File: src/rtl/uart_tx_byte_if.sv
`default_nettype none
// ---------------------------------------------------------------------------
// uart_tx_byte_if : byte/strobe handshake between the word splitter and the
//                   UART transmitter.                          rev 1.0
// ---------------------------------------------------------------------------
interface uart_tx_byte_if;
  logic [7:0] din;
  logic       TXen;
  logic       tx;
  logic       busy;
  logic       done;

  modport master (output din, output TXen, input tx, input busy, input done);
  modport slave  (input din, input TXen, output tx, output busy, output done);
endinterface
`default_nettype wire

File: src/rtl/uart_tx_byte.sv
`default_nettype none
// ---------------------------------------------------------------------------
// uart_tx_byte : sends one byte per rising TXen edge as a UART frame
//                (start, 8 data LSB first, optional parity, 1/2 stop).  rev 1.0
// ---------------------------------------------------------------------------
module uart_tx_byte #(
  parameter int CLKS_PER_BIT = 8,
  parameter int PARITY       = 0,
  parameter int STOP_BITS    = 1
) (
  input  logic           clk,
  input  logic           RST,
  uart_tx_byte_if.slave  bus
);

  localparam int             CNT_W     = 9;
  localparam logic [CNT_W-1:0] BIT_LAST  = CNT_W'(CLKS_PER_BIT - 1);
  localparam logic [CNT_W-1:0] STOP_LAST = CNT_W'(STOP_BITS * CLKS_PER_BIT - 1);

  localparam logic [2:0] S_IDLE  = 3'd0;
  localparam logic [2:0] S_START = 3'd1;
  localparam logic [2:0] S_DATA  = 3'd2;
  localparam logic [2:0] S_PAR   = 3'd3;
  localparam logic [2:0] S_STOP  = 3'd4;

  logic [2:0]       state;
  logic [2:0]       state_nxt;
  logic             txen_d;
  logic [7:0]       shreg;
  logic             par_bit;
  logic [2:0]       bit_idx;
  logic [CNT_W-1:0] cnt;
  logic             done_r;
  logic             start;
  logic             cnt_last;
  logic             tx_c;
  logic             busy_c;

  assign start    = bus.TXen & ~txen_d;
  assign cnt_last = (state == S_STOP) ? (cnt == STOP_LAST) : (cnt == BIT_LAST);

  // State register plus datapath; txen_d resets high so a strobe already
  // asserted at reset release is not mistaken for a new byte.
  always_ff @(posedge clk or posedge RST) begin
    if (RST) begin
      state   <= S_IDLE;
      txen_d  <= 1'b1;
      shreg   <= 8'h00;
      par_bit <= 1'b0;
      bit_idx <= 3'd0;
      cnt     <= '0;
      done_r  <= 1'b0;
    end else begin
      state  <= state_nxt;
      txen_d <= bus.TXen;
      done_r <= (state == S_STOP) && cnt_last;
      if (state == S_IDLE) begin
        cnt     <= '0;
        bit_idx <= 3'd0;
        if (start) begin
          shreg   <= bus.din;
          par_bit <= (PARITY == 2) ? ~(^bus.din) : (^bus.din);
        end
      end else begin
        cnt <= cnt_last ? '0 : cnt + 1'b1;
        if ((state == S_DATA) && cnt_last)
          bit_idx <= bit_idx + 3'd1;
      end
    end
  end

  always_comb begin
    state_nxt = state;
    case (state)
      S_IDLE:  if (start)    state_nxt = S_START;
      S_START: if (cnt_last) state_nxt = S_DATA;
      S_DATA:  if (cnt_last && (bit_idx == 3'd7))
                 state_nxt = (PARITY != 0) ? S_PAR : S_STOP;
      S_PAR:   if (cnt_last) state_nxt = S_STOP;
      S_STOP:  if (cnt_last) state_nxt = S_IDLE;
      default: state_nxt = S_IDLE;
    endcase
  end

  always_comb begin
    tx_c   = 1'b1;
    busy_c = (state != S_IDLE);
    case (state)
      S_START: tx_c = 1'b0;
      S_DATA:  tx_c = shreg[bit_idx];
      S_PAR:   tx_c = par_bit;
      default: tx_c = 1'b1;
    endcase
  end

  assign bus.tx   = tx_c;
  assign bus.busy = busy_c;
  assign bus.done = done_r;

endmodule
`default_nettype wire

File: src/flat_wrapper.sv
// flat-port wrapper written by rule: the top's interface ports become plain ports
module uart_tx_byte_flat 
#(
  parameter int CLKS_PER_BIT = 8,
  parameter int PARITY       = 0,
  parameter int STOP_BITS    = 1
)
  (clk, RST, bus_din, bus_TXen, bus_tx, bus_busy, bus_done);
  uart_tx_byte_if bus_i ();
  input  logic clk;
  input  logic RST;
  input wire logic [$bits(bus_i.din)-1:0] bus_din;
  input wire logic [$bits(bus_i.TXen)-1:0] bus_TXen;
  output wire logic [$bits(bus_i.tx)-1:0] bus_tx;
  output wire logic [$bits(bus_i.busy)-1:0] bus_busy;
  output wire logic [$bits(bus_i.done)-1:0] bus_done;
  assign bus_i.din = bus_din;
  assign bus_i.TXen = bus_TXen;
  assign bus_tx = bus_i.tx;
  assign bus_busy = bus_i.busy;
  assign bus_done = bus_i.done;
  uart_tx_byte #(.CLKS_PER_BIT(CLKS_PER_BIT), .PARITY(PARITY), .STOP_BITS(STOP_BITS)) u_core (.clk(clk), .RST(RST), .bus(bus_i));
endmodule
File: config.mk
export PLATFORM = sky130hd
export DESIGN_NAME = uart_tx_byte_flat
export DESIGN_NICKNAME = d
export VERILOG_FILES = /design/src/rtl/uart_tx_byte_if.sv /design/src/rtl/uart_tx_byte.sv /design/src/flat_wrapper.sv
export SDC_FILE = /design/constraint.sdc
export NUM_CORES = 1
export LEC_CHECK = 0
export CORE_MARGIN = 2
export CORE_UTILIZATION = 40
export CTS_CLUSTER_DIAMETER = 30
export DETAILED_ROUTE_END_ITERATION = 8
export PLACE_DENSITY_LB_ADDON = 0.08
export SYNTH_ARGS = -nofsm -noshare
export SYNTH_HDL_FRONTEND = slang
export SYNTH_SLANG_ARGS = --single-unit
File: constraint.sdc
create_clock -name clk -period 2.2 [get_ports clk]
set_input_delay 0.44 -clock clk [delete_from_list [all_inputs] [get_ports clk]]
set_output_delay 0.44 -clock clk [all_outputs]
set_load 0.03 [all_outputs]
* Word-level counts from Yosys, hierarchy flattened
Index checks and enable logic that the tools add are counted.
** Cells by class
- Add/sub/neg operators :: 2
- Order comparisons :: 1
- Eq/ne operators :: 11
- Multiplexer cells :: 13
- Bitwise gates (word level) :: 2
- Reduce and logical (&&, ||, !) cells :: 9
** Operator list (count)
- 3-bit 2-to-1 mux :: 7
- 9-bit 2-to-1 mux :: 2
- 3-bit one-hot mux with 5 select lines :: 1
- 9-bit by 1-bit adder with 9-bit output, second input constant :: 1
- 9-bit by 3-bit == test with 1-bit output, second input constant :: 1
- 2-bit by 1-bit != test with 1-bit output, second input constant :: 4
- 8-bit parity :: 1
- 3-bit by 2-bit == test with 1-bit output, second input constant :: 2
- 3-bit == test, second input constant :: 2
- 5-bit AND reduction :: 1
- 3-bit by 4-bit < comparator with 1-bit output, second input constant :: 1
- 3-bit by 1-bit adder with 3-bit output, second input constant :: 1
- 1-bit binary-select mux with 3-bit select :: 1
- 3-bit by 1-bit == test with 1-bit output, second input constant :: 1
- 1-bit logical AND :: 3
- 3-bit logical NOT :: 1
- 1-bit one-hot mux with 3 select lines :: 1
- 3-bit nonzero test :: 1
- 2-bit != test, second input constant :: 1
- 2-bit AND reduction :: 1
- 2-bit nonzero test :: 1
- 1-bit AND :: 1
- 1-bit 2-to-1 mux :: 1
- 1-bit inverter :: 1
** Word-level totals
- Flip-flop bits (word level) :: 26
- Input bits :: 11
- Logic and storage cells :: 45

* Depth between registers and ports, before layout
Gate-level depths: netlist of the first run.
- Depth in word-level cells :: 4
- Depth in mapped cells :: 6

* Least setup slack after synthesis of the first run
No wires, ideal clock.
- Path type :: flip-flop to output port
- Start :: reg u_core.bit_idx[1]
- End :: out bus_tx
- Arrival time :: 1.645 ns
- Required time :: 1.760 ns
- Path slack :: 0.115 ns
- Stages on the path, launching flop included :: 5
- Cell sequence :: dfrtp_1 -> clkbuf_1 -> mux2i_1 -> mux4_2 -> a21oi_1
** Between the ends
- Word-level cells in the longest chain between the ends :: 3
** RTL lines
- start, declared :: RTL line uart_tx_byte.sv:31 : logic [2:0] bit_idx;
- start signal, assigned :: RTL line uart_tx_byte.sv:67 : bit_idx <= bit_idx + 3'd1;
- 1-bit binary-select mux with 3-bit select :: RTL line uart_tx_byte.sv:90 : S_DATA: tx_c = shreg[bit_idx];
- 1-bit 2-to-1 mux (implied by the code) :: RTL line uart_tx_byte.sv:90
- 1-bit one-hot mux with 3 select lines :: RTL line uart_tx_byte.sv:88 : case (state)
- end, declared :: RTL line flat_wrapper.sv:14 : output wire logic [$bits(bus_i.tx)-1:0] bus_tx;
No other way between the ends. The select of a mux whose other input is x is not followed.

* Final worst setup path of the first run
Ends and elaborated chain as after synthesis.

==> results of run 1 <==
==> cell usage in the layout, fill, tap and decap left out <==
master,Yosys,layout
dfrtp_1,25,24
nand3_1,3,3
mux2_2,9,9
dfstp_2,1,1
a21oi_2,0,1
or4_4,1,1
mux2i_1,4,4
xor2_1,2,2
nor2_1,14,14
a21oi_1,3,2
clkbuf_1,3,1
nor3_2,0,1
xnor2_1,12,12
a22o_1,5,5
mux4_2,1,1
clkbuf_4,0,3
buf_4,0,6
nor3_1,4,3
or3_1,2,2
dlygate4sd2_1,0,1
clkdlybuf4s50_1,0,11
nand2_1,7,7
nand3b_1,2,2
and2_1,1,1
inv_1,2,2
nand2b_1,2,2
o21ai_0,4,4
buf_6,0,1
or2_2,2,2
nor4_1,1,1
ha_1,3,3
dfrtp_2,0,1
==> state kept, by name, summed over array words and instances (netlist names) <==
name,cells
u_core.bit_idx,3
u_core.bus.done,1
u_core.cnt,9
u_core.par_bit,1
u_core.shreg,8
u_core.state,3
u_core.txen_d,1
==> area by class of cell <==
cell class,instances,area share
Multi-Input combinational cell,82,0.396
Inverter,2,0.00494
Tap cell,44,0.0362
Timing Repair Buffer,19,0.115
Sequential cell,26,0.430
Clock buffer,4,0.0173
==> cell usage after synthesis (all sizes together), types with 3 or more instances <==
library cell   n  area share
nor3           4       0.016
nand3          3       0.012
ha             3       0.030
dfrtp         25        0.49
a21oi          3       0.012
clkbuf         4       0.013
xnor2         12       0.083
a22o           5       0.035
mux2           9       0.080
nor2          14       0.041
mux2i          4       0.032
o21ai          4       0.016
nand2          7       0.021
==> path summary, 6_finish.rpt <==
check                                  startpoint           endpoint  slack (ps)
worst max register to register      u_core.cnt[6]  u_core.bit_idx[0]         120
worst min register to register      u_core.cnt[0]      u_core.cnt[0]         470
min in group clk                    u_core.cnt[0]      u_core.cnt[0]         470
worst min-delay path                          RST      u_core.cnt[7]         460
max in group asynchronous                     RST      u_core.txen_d        1450
worst max-delay path            u_core.bit_idx[1]             bus_tx          30
==> through the flow <==
stage,instances,cell area [sq um]
after floorplan,114,1270
after global placement,172,1470
after detailed placement,172,1470
after CTS,177,1520
after global routing,177,1520
final,177,1520
==> routing by layer <==
metal,share of wire,GRT usage,vias to the layer above
met5,0,0,-
met4,0.0082,0.0476,0
met3,0.034,0.0260,2
met2,0.45,0.227,12
met1,0.51,0.208,405
li1,-,-,432
==> power by group <==
group          leakage, uW  total [uW]  switching (uW)  internal, uW
Clock            0.0000150         203             133          70.7
Combinational     0.000309        54.8            23.6          31.2
Sequential        0.000339         480           0.260           480
Total             0.000662         738             156           581
==> cells by family after synthesis <==
group           count (synthesis)  share of synthesized area
simple gates                   39                      0.150
fa+ha+maj                       3                     0.0296
flops                          26                      0.514
buf+inv                         6                     0.0187
xor+xnor                       14                     0.0966
compound gates                 12                     0.0621
mux                            14                      0.129
==> critical path, cell delays in order, from the launching register on <==
cell and delay [ps]:
dfrtp_2 480, mux2i_1 160, mux4_2 470, a21oi_2 160
buf_6 150
==> repair_timing <==
action,4_1_cts,5_1_grt
resized for setup,5,0
buffers inserted,1,0
setup endpoints to repair,2,1
==> reports/metrics.yaml, run 1 <==
status: "complete, no violations"
post_drt_wl_per_cell_um: 12.4
grt_pass1_wl_um: 3970
finalHoldViolations: 0
globalRouteOverflowTotal: 0
r2r_cells: 4
start_util: 0.419
worstPathMaxFanout: 5
seqCellArea_sq_um: 653
gp_congestion: 0.724
rsz0062_at_grt: "true"
dr.pass1.iters: 4
drv_cap: 0
clk-insertion-delay-late_ps: 310
syn_nets: 128
die_h_um: 60.3
async_flop_share: 1.00
dr_total_vias: 851
max_freq_ghz: 0.461
holdBufCountCts: 0
hp-class: "in -> async"
core-area_sq_mm: 0.00303
cts_buffers: 3
n_antenna_cell: 0
leakage_uw: 0.000662
tns_ps: 0
syn2layout_area_growth_pct: 19.7
drive_above_1_share: 0.203
fillerInstances: 281
tightest_slew_ps: 449
cts_max_path_buffers: 2
synth_ff_type: "dfrtp_1"
htreeDepth: 1
die_area_sq_mm: 0.00364
drt-total-wl_um: 2200
row_count: 20
fin_worst_skew_ps: 3.30
nNetsFinal: 148
min_period_ps: 2170
multiInputGateArea_sq_um: 602
fin_crit_sh: 0.986
dp_slack_ps: 145
cp.required_ps: 1760
p_total_uw: 738
grt_antenna_before_repair: 0
synth-edff-count: 0
slew_violations: 0
root_buffer: "clkbuf_4"
pin_count: 14
ys_ff_latch: 26
grt_pass1_vias: 906
setup.worst_path.start_class: "flip-flop"
cts.clk_slew.worst_paths_ps: 130
end_kind: "output pin"
power.density_mw_per_mm2: 486
peakVddDrop_mv: 0.242
grtUsageTotal: 0.146
ant_nets: 0
ys_warn_count: 0
viasPerCell: 4.81
syn_area_per_cell_sq_um: 11.1
synthCells: 114
clkSinkCount: 26
syn_area_sq_mm: 0.00127
grt_max_degree: 27
ys_seq_area_frac: 0.514
die_w_um: 60.3
slew_headroom: 0.698
dr.first_iter.drc_count: 43
setup_violations: 0
ys_types: 25
timing.final.ws_setup_ps: 31.8
dpl.hpwl_um: 1660
utilization: 0.502
tritoncts: "built"
drcViolationCount: 0
portBuffers: 13
critPathKind: "reg -> out"
worst_hold_slack_ps: 456
arrival_ps: 1730
(Power assumes the default switching activity.)
==> run 2: changes to the inputs <==
--- a/config.mk
+++ b/config.mk
@@ -6,7 +6,7 @@
 export NUM_CORES = 1
 export LEC_CHECK = 0
 export CORE_MARGIN = 2
-export CORE_UTILIZATION = 40
+export CORE_UTILIZATION = 45
 export CTS_CLUSTER_DIAMETER = 30
 export DETAILED_ROUTE_END_ITERATION = 8
 export PLACE_DENSITY_LB_ADDON = 0.08
==> reports/metrics.yaml, run 2 (synthesis results as in run 1) <==
root_buffer: "clkbuf_4"  # unchanged
arrival_ps: 1760  # was 1730 ps
die_area_sq_mm: 0.00326  # was 0.00364 sq mm
cp.required_ps: 1760  # about the same
status: "finished, violations left"  # was complete, no violations
grt_antenna_before_repair: 0  # unchanged
worstPathMaxFanout: 6  # was 5
peakVddDrop_mv: 0.395  # was 0.242 mV
regMostFlops: "u_core.cnt"  # unchanged
cts_max_path_buffers: 2  # unchanged
largest_reg_flops: 9  # unchanged
leakage_uw: 0.000670  # was 0.000662 uW
r2r_cells: 4  # unchanged
setup.worst_path.start_class: "flip-flop"  # unchanged
slew_headroom: 0.628  # was 0.698
post_drt_wl_per_cell_um: 13.9  # was 12.4 um
row_count: 19  # was 20
r2r-end: "u_core.bit_idx[0]"  # unchanged
viasPerCell: 5.42  # was 4.81
nNetsFinal: 147  # was 148
core-area_sq_mm: 0.00271  # was 0.00303 sq mm
cts_buffers: 3  # unchanged
dr_total_vias: 883  # was 851
tightest_slew_ps: 557  # was 449 ps
portBuffers: 13  # unchanged
fin_worst_skew_ps: 8.53  # was 3.30 ps
drive_above_1_share: 0.197  # was 0.203
ant_nets: 0  # unchanged
final_cell_mix: "dfrtp_1 (24), nor2_1 (14), xnor2_1 (12)"  # unchanged
pin_count: 14  # unchanged
r2r_start: "u_core.cnt[6]"  # unchanged
dr.pass1.iters: 4  # unchanged
globalRouteOverflowTotal: 0  # unchanged
drt-total-wl_um: 2260  # was 2200 um
grt_pass1_wl_um: 3950  # was 3970 um
grtUsageTotal: 0.157  # was 0.146
die_w_um: 57.1  # was 60.3 um
violations: "negative setup slack"
drv_cap: 0  # unchanged
cts.clk_slew.worst_paths_ps: 140  # was 130 ps
syn2layout_area_growth_pct: 19.2  # was 19.7%
timing.final.ws_setup_ps: -2.88  # was 31.8 ps
fillerInstances: 247  # was 281
slew_violations: 0  # unchanged
r2r_slack_ps: 170  # was 120 ps
critPathKind: "reg -> out"  # unchanged
grt_max_degree: 15  # was 27
finalHoldViolations: 0  # unchanged
htreeDepth: 1  # unchanged
top_regs: "u_core.cnt: 9 flops, u_core.shreg: 8 flops"  # unchanged
p_total_uw: 777  # was 738 uW
tritoncts: "built"  # unchanged
power.density_mw_per_mm2: 514  # was 486 mW/mm^2
dr.first_iter.drc_count: 21  # was 43
dpl.hpwl_um: 1730  # was 1660 um
max_freq_ghz: 0.454  # was 0.461 GHz
drcViolationCount: 0  # unchanged
die_h_um: 57.1  # was 60.3 um
clkSinkCount: 26  # unchanged
gp_congestion: 0.724  # about the same
n_antenna_cell: 0  # unchanged
fin_crit_sh: 1.00  # was 0.986
hp-class: "in -> async"  # unchanged
start_util: 0.468  # was 0.419
rsz0062_at_grt: "true"  # unchanged
dp_slack_ps: 177  # was 145 ps
setup_violations: 1  # was 0
grt_pass1_vias: 905  # was 906
clk-insertion-delay-late_ps: 320  # was 310 ps
final_common_cell: "dfrtp_1"  # unchanged
min_period_ps: 2200  # was 2170 ps
end_kind: "output pin"  # unchanged
[run 2: report_power, final]
part	total, uW	leakage [uW]	switching, uW	internal (uW)
sequential	480	0.000339	0.119	480
combinational	58.5	0.000310	25.0	33.5
clock	239	0.0000210	138	101
[run 2: layer usage]
layer / global-route usage / routed length [um]
met5: 0 / 0
met4: 0.0698 / 38
met3: 0.0227 / 82
met2: 0.246 / 1050
met1: 0.216 / 1090
[run 2: how the worst max path moves through the flow]
stage	from	to	slack, ps	cells past startpoint
after CTS	u_core.bit_idx[1]	bus_tx	-30	4
final	u_core.bit_idx[1]	bus_tx	-3	4
after floorplan	u_core.bit_idx[1]	bus_tx	110	4
after detailed placement	u_core.cnt[6]	u_core.bit_idx[0]	180	4
after global routing	u_core.bit_idx[1]	bus_tx	-60	4
after global placement	u_core.cnt[6]	u_core.bit_idx[0]	210	4
[run 2: layout make-up]
type                    instances  area, sq um  area share
flip-flops and latches         26          653       0.432
multi-input cells              82          597       0.395
repair buffers                 18          180       0.119
well taps                      31         38.8      0.0256
clock buffers                   4         36.3      0.0240
inverters                       2         7.51     0.00496
[run 2: timing repair]
action / in CTS / in global routing
hold buffers: 0 / 0
setup endpoints to repair: 2 / 1
pin swaps: 0 / 0
resized for setup: 4 / 0
buffers inserted: 0 / 1
[run 2: metrics by stage]
step | hold WS [ps] | std cells | util | TNS, ps | cell area [sq um]
CTS | 448 | 162 | 0.555 | -26.9 | 1510
global route | 489 | 163 | 0.558 | -58.3 | 1510
finish | 443 | 163 | 0.558 | -2.88 | 1510
global placement | 445 | 158 | 0.539 | 0 | 1460
detailed placement | 457 | 158 | 0.539 | 0 | 1460
floorplan | 433 | 114 | - | 0 | 1270
[run 2: worst max-delay path: stages, from the launching register on]
cell	delay [ps]
dfrtp_2	500
mux2i_1	160
mux4_2	500
a21oi_2	150
buf_6	140
==> run 3: changes to the inputs <==
--- a/config.mk
+++ b/config.mk
@@ -8,6 +8,7 @@
 export CORE_MARGIN = 2
 export CORE_UTILIZATION = 45
 export CTS_CLUSTER_DIAMETER = 30
+export CTS_CLUSTER_SIZE = 20
 export DETAILED_ROUTE_END_ITERATION = 8
 export PLACE_DENSITY_LB_ADDON = 0.08
 export SYNTH_ARGS = -nofsm -noshare
==> results of run 3 <==
Final layout, timing and power as in run 2 (identical DEF).
